File: src/rtl/midori64_pkg.sv
// Shared Midori64 constants, FSM encoding and cell-level helpers.
// Cell i of a 64-bit state occupies bits [63-4i -: 4]; the state is column-major, with 16 bits per column.
package midori64_pkg;

  localparam int NR = 16;

  typedef enum logic [1:0] {
    IDLE  = 2'd0,
    ROUND = 2'd1,
    FINAL = 2'd2,
    DONE  = 2'd3
  } state_e;

  localparam logic [3:0] SBOX0 [16] = '{
    4'hC, 4'hA, 4'hD, 4'h3, 4'hE, 4'hB, 4'hF, 4'h7,
    4'h8, 4'h9, 4'h1, 4'h5, 4'h0, 4'h2, 4'h4, 4'h6
  };

  localparam int SHUF_P [16] = '{
    0, 10, 5, 15, 14, 4, 11, 1, 9, 3, 12, 6, 7, 13, 2, 8
  };

  // Bit j of each constant, counted from the left of the hex value, belongs to cell j.
  localparam logic [0:15] BETA [15] = '{
    16'h15b3, 16'h78c0, 16'ha435, 16'h6213, 16'h104f,
    16'hd170, 16'h0266, 16'h0bcc, 16'h9481, 16'h40b8,
    16'h7197, 16'h228e, 16'h5130, 16'hf8ca, 16'hdf90
  };

  function automatic logic [63:0] sc64(input logic [63:0] s);
    logic [63:0] r;
    r = '0;
    for (int i = 0; i < 16; i++) begin
      r[63-4*i -: 4] = SBOX0[s[63-4*i -: 4]];
    end
    return r;
  endfunction

  function automatic logic [63:0] sr64(input logic [63:0] s);
    logic [63:0] r;
    r = '0;
    for (int i = 0; i < 16; i++) begin
      r[63-4*i -: 4] = s[63-4*SHUF_P[i] -: 4];
    end
    return r;
  endfunction

  function automatic logic [63:0] beta64(input logic [3:0] rnd);
    logic [63:0] r;
    logic [0:15] b;
    r = '0;
    b = (rnd < 4'd15) ? BETA[rnd] : '0;
    for (int j = 0; j < 16; j++) begin
      r[60-4*j] = b[j];
    end
    return r;
  endfunction

endpackage

File: src/rtl/midori64_round.sv
// One combinational Midori64 round: SubCell, ShuffleCell, MixColumn, then round-key add.
module midori64_round
  import midori64_pkg::*;
(
  input  logic [63:0] i_state,
  input  logic [63:0] i_rk64,
  output logic [63:0] o_state
);

  logic [63:0] w_sr;
  logic [63:0] w_mc;

  assign w_sr = sr64(sc64(i_state));

  // MixColumn: XORing the whole column into a cell cancels that cell, which leaves the XOR of the other three.
  always_comb begin
    w_mc = '0;
    for (int c = 0; c < 4; c++) begin
      for (int k = 0; k < 4; k++) begin
        w_mc[63-16*c-4*k -: 4] = w_sr[63-16*c -: 4] ^ w_sr[59-16*c -: 4]
                               ^ w_sr[55-16*c -: 4] ^ w_sr[51-16*c -: 4]
                               ^ w_sr[63-16*c-4*k -: 4];
      end
    end
  end

  assign o_state = w_mc ^ i_rk64;

endmodule

File: src/rtl/midori64_enc_ctrl.sv
// Round-iterative Midori64 encryption controller: 15 full rounds plus a final SubCell/whitening step.
// A block is accepted in IDLE, and the ciphertext is offered in DONE with a valid/ready handshake.
module midori64_enc_ctrl
  import midori64_pkg::*;
#(
  parameter int NR       = 16,
  parameter bit OUT_HOLD = 1'b1
) (
  input  logic         clk,
  input  logic         rst_n,
  input  logic         in_valid,
  output logic         in_ready,
  input  logic [63:0]  pt,
  input  logic [127:0] key,
  output logic         out_valid,
  input  logic         out_ready,
  output logic [63:0]  ct,
  output logic         busy
);

  if (NR != midori64_pkg::NR) begin : g_bad_nr
    $error("midori64_enc_ctrl: NR must equal midori64_pkg::NR");
  end

  localparam logic [3:0] LAST_RND = 4'(midori64_pkg::NR - 2);

  state_e       r_fsm;
  state_e       w_fsm_next;
  logic [63:0]  r_state;
  logic [127:0] r_key;
  logic [3:0]   r_rnd;
  logic [63:0]  r_ct;
  logic [63:0]  w_wk;
  logic [63:0]  w_rk64;
  logic [63:0]  w_round_out;
  logic [63:0]  w_final;

  assign w_wk    = r_key[127:64] ^ r_key[63:0];
  assign w_rk64  = (r_rnd[0] ? r_key[63:0] : r_key[127:64]) ^ beta64(r_rnd);
  assign w_final = sc64(r_state) ^ w_wk;

  midori64_round u_round (
    .i_state (r_state),
    .i_rk64  (w_rk64),
    .o_state (w_round_out)
  );

  always_ff @(posedge clk or negedge rst_n) begin
    if (!rst_n) begin
      r_fsm <= IDLE;
    end else begin
      r_fsm <= w_fsm_next;
    end
  end

  always_comb begin
    w_fsm_next = IDLE;
    case (r_fsm)
      IDLE:    w_fsm_next = in_valid ? ROUND : IDLE;
      ROUND:   w_fsm_next = (r_rnd == LAST_RND) ? FINAL : ROUND;
      FINAL:   w_fsm_next = DONE;
      DONE:    w_fsm_next = (!OUT_HOLD || out_ready) ? IDLE : DONE;
      default: w_fsm_next = IDLE;
    endcase
  end

  always_comb begin
    in_ready  = (r_fsm == IDLE);
    out_valid = (r_fsm == DONE);
    busy      = (r_fsm == ROUND) || (r_fsm == FINAL);
  end

  // rnd holds at the last round index, so 15 is never reached.
  always_ff @(posedge clk or negedge rst_n) begin
    if (!rst_n) begin
      r_state <= '0;
      r_key   <= '0;
      r_rnd   <= '0;
      r_ct    <= '0;
    end else begin
      case (r_fsm)
        IDLE: begin
          if (in_valid) begin
            r_key   <= key;
            r_state <= pt ^ key[127:64] ^ key[63:0];
            r_rnd   <= '0;
          end
        end
        ROUND: begin
          r_state <= w_round_out;
          if (r_rnd != LAST_RND) begin
            r_rnd <= r_rnd + 4'd1;
          end
        end
        FINAL: begin
          r_state <= w_final;
          r_ct    <= w_final;
        end
        default: begin
        end
      endcase
    end
  end

  assign ct = r_ct;

endmodule

File: config.mk
export PLATFORM = sky130hd
export DESIGN_NAME = midori64_enc_ctrl
export DESIGN_NICKNAME = d
export VERILOG_FILES = /design/src/rtl/midori64_pkg.sv /design/src/rtl/midori64_round.sv /design/src/rtl/midori64_enc_ctrl.sv
export SDC_FILE = /design/constraint.sdc
export NUM_CORES = 1
export LEC_CHECK = 0
export ABC_CLOCK_PERIOD_IN_PS = 7500
export CAP_MARGIN = 20
export CORE_MARGIN = 2
export CORE_UTILIZATION = 30
export CTS_CLUSTER_DIAMETER = 120
export CTS_CLUSTER_SIZE = 25
export DETAILED_ROUTE_END_ITERATION = 10
export GPL_TIMING_DRIVEN = 0
export PLACE_DENSITY_LB_ADDON = 0.12
export SLEW_MARGIN = 40
export SYNTH_ARGS = -nofsm -noshare
export SYNTH_HDL_FRONTEND = slang
export SYNTH_SLANG_ARGS = --single-unit
File: constraint.sdc
create_clock -name clk -period 7.5 [get_ports clk]
set_clock_uncertainty 0.2 [all_clocks]
set_input_delay 1.5 -clock clk [delete_from_list [all_inputs] [get_ports clk]]
set_output_delay 1.5 -clock clk [all_outputs]
set_load 0.01 [all_outputs]
==> flow_summary.ini <==
[outcome]
outcome = finished clean

[worst_setup_path]
critPathKind = in2reg
cp.arrival_ns = 4.35
cp_max_fo = 10
end_kind = register
required_ns = 7.77
startpoint_type = input port

[synthesis]
ys_seq_area_frac = 0.398
yosysTopAreaCell = dfrtp_1
synth.distinct_cells = 50
ys.warnings.count = 0
synth_nets = 1774
synth_edf_count = 0
async_flop_share = 1.00
synthFlopType = dfrtp_1
avgSynthCellArea_um2 = 10.5
ys_top_cells_by_area = dfrtp_1 40%, xnor2_1 16%, mux2_2 11%
yosys.cell_count.top_type = xnor2_1
yosysTopAreaCellShare = 0.398
synthTopCellsByCount = 298 x xnor2_1, 262 x dfrtp_1, 165 x mux2_2, 110 x xor2_1, 100 x nand2_1
synth_area_um2 = 16500
syn_inst = 1568
synth.ff_latch_count = 262

[place]
place_inst = 2530
port_buffers = 262
place_congestion = 0.871
dpl_cell_area_um2 = 20100
dpl.hpwl_um = 50700

[finish]
finalInstanceArea_um2 = 20500
finalNetCount = 2057
area_delta_synth_final_pct = 24.7
post-route-util = 0.380
antenna-diode-count = 0
final_cells = 2550
drive_above_1_share = 0.132

[timing]
tightest_slew_ns = 0.902
slew_headroom = 0.399
slew_violations = 0
timing.final.crit_share = 0.544
hold_viol = 0
min_period_ns = 4.08
rsz0062_at_grt = no
tns_ns = 0
finalSetupViolations = 0
fmax_mhz = 245
hold-worst-slack_ns = 0.314

[routing]
drc_errors = 0
num_vias = 12880
routed_via_density = 5.05
post_drt_wl_per_cell_um = 25.3
drt_wl_total_um = 64400
drtIter0Drc = 816
dr.pass1.iters = 5
ant_nets = 0

[global_route]
grt_max_degree = 64
grt.total_usage = 0.224
grt_pass1_vias = 13254
antenna_found_initial = 1
grt_overflow_total = 0
grt_pass1_wl_um = 91900

[die]
pin_count = 263
num_rows = 85
dieArea_um2 = 56800
initial_core_util = 0.305
die_y_um = 238
die_w_um = 238
design.core.area_um2 = 54000

[clock_tree]
cts_buffers = 15
cts_resized = 0
tritoncts = done
cts_setup_buffers = 0
cts_max_path_buffers = 3
cts_hold_buf = 0
clock_latency_ns = 0.55
clkSlewWorstSetupHoldPaths_ns = 0.11
clock_sinks = 262
clockRootBuffer = clkbuf_16
ctsHtreeMaxLevel = 1

[flow_run]
drv_cap = 0

[pwr]
vdd_drop_max_uv = 169
power_leakage_nw = 8.21
p_per_area_nw_per_um2 = 573

[min_path]
hold_class = reg2reg
## flip-flops by register name, indices dropped and copies added, names as in the netlist
register and cells:
ct 64, r_fsm 2, r_rnd 4, r_state 64
r_key 128
## worst max-delay path: stages
cell             delay (ns)
clkdlybuf4s50_1        0.54
nor2b_1                0.06
buf_2                  0.17
nor2_1                 0.62
buf_2                  0.37
clkbuf_1               0.67
o21ai_0                0.24
o21ai_1                0.17
## report_power, final
group	switching [mW]	internal [mW]	leakage [nW]	total [mW]
registers	0.802	2.15	3.16	2.95
clock network	0.557	0.380	0.207	0.937
logic	4.16	3.74	4.84	7.90
total	5.52	6.27	8.21	11.8
## routing by layer
layer	vias up	GRT usage	share of wire
li1	5981	-	-
met1	6442	0.311	0.45
met2	391	0.374	0.47
met3	66	0.0256	0.052
met4	0	0.0519	0.022
met5	-	0	0
## cell usage in the layout, fill, tap and decap left out, drive strengths merged, types with 17 or more instances in the layout
master,n
inv,57
mux2,165
nor2,54
buf,31
o21ai,95
o22ai,46
a221oi,28
a21o,18
dfrtp,262
a31oi,35
nand2,100
mux2i,64
xnor2,301
o21a,17
nor3,18
xor2,110
clkdlybuf4s50,261
a21oi,48
clkbuf,65
## worst paths after layout
check                         endpoint  depth (start not counted)  startpoint  slack [ns]
setup / recovery           r_state[43]                          8    in_valid        3.42
setup reg to reg           r_state[60]                         11    r_rnd[0]        3.57
max in group asynchronous   r_key[108]                          4       rst_n        5.15
hold reg to reg                 ct[60]                          1      ct[60]        0.31
min in group asynchronous  r_state[54]                          1       rst_n        0.58
hold / removal                  ct[60]                          1      ct[60]        0.31
## layout make-up
cell class	instances	area (um^2)
buffer	76	365
clock buffer	15	375
clock inverter	5	52.6
fill	5423	33500
inverter	53	199
multi-input combinational	1177	9390
sequential	262	6560
tap	696	871
timing repair buffer	266	2740
## metrics by stage
step           setup WS [ns]  power (mW)
6_report                3.42        11.8
3_3_place_gp           -7.51        10.8
2_1_floorplan           4.44        8.36
5_1_grt                 3.28        12.5
4_1_cts                 3.42        11.8
3_5_place_dp            2.85        10.8
## cells by family (layout without fill, tap and decap cells)
logic type	after synthesis	in the layout	share of synthesized area
muxes	230	230	0.153
AOI/OAI and AO/OA	297	297	0.113
adders and majority gates	25	25	0.0169
and+or+nand+nor	203	203	0.0518
DFF	262	262	0.398
xor gates and xnor gates	422	422	0.235
buffers and inverters	129	415	0.0331
No activity file was read; power rests on OpenSTA's default activity.
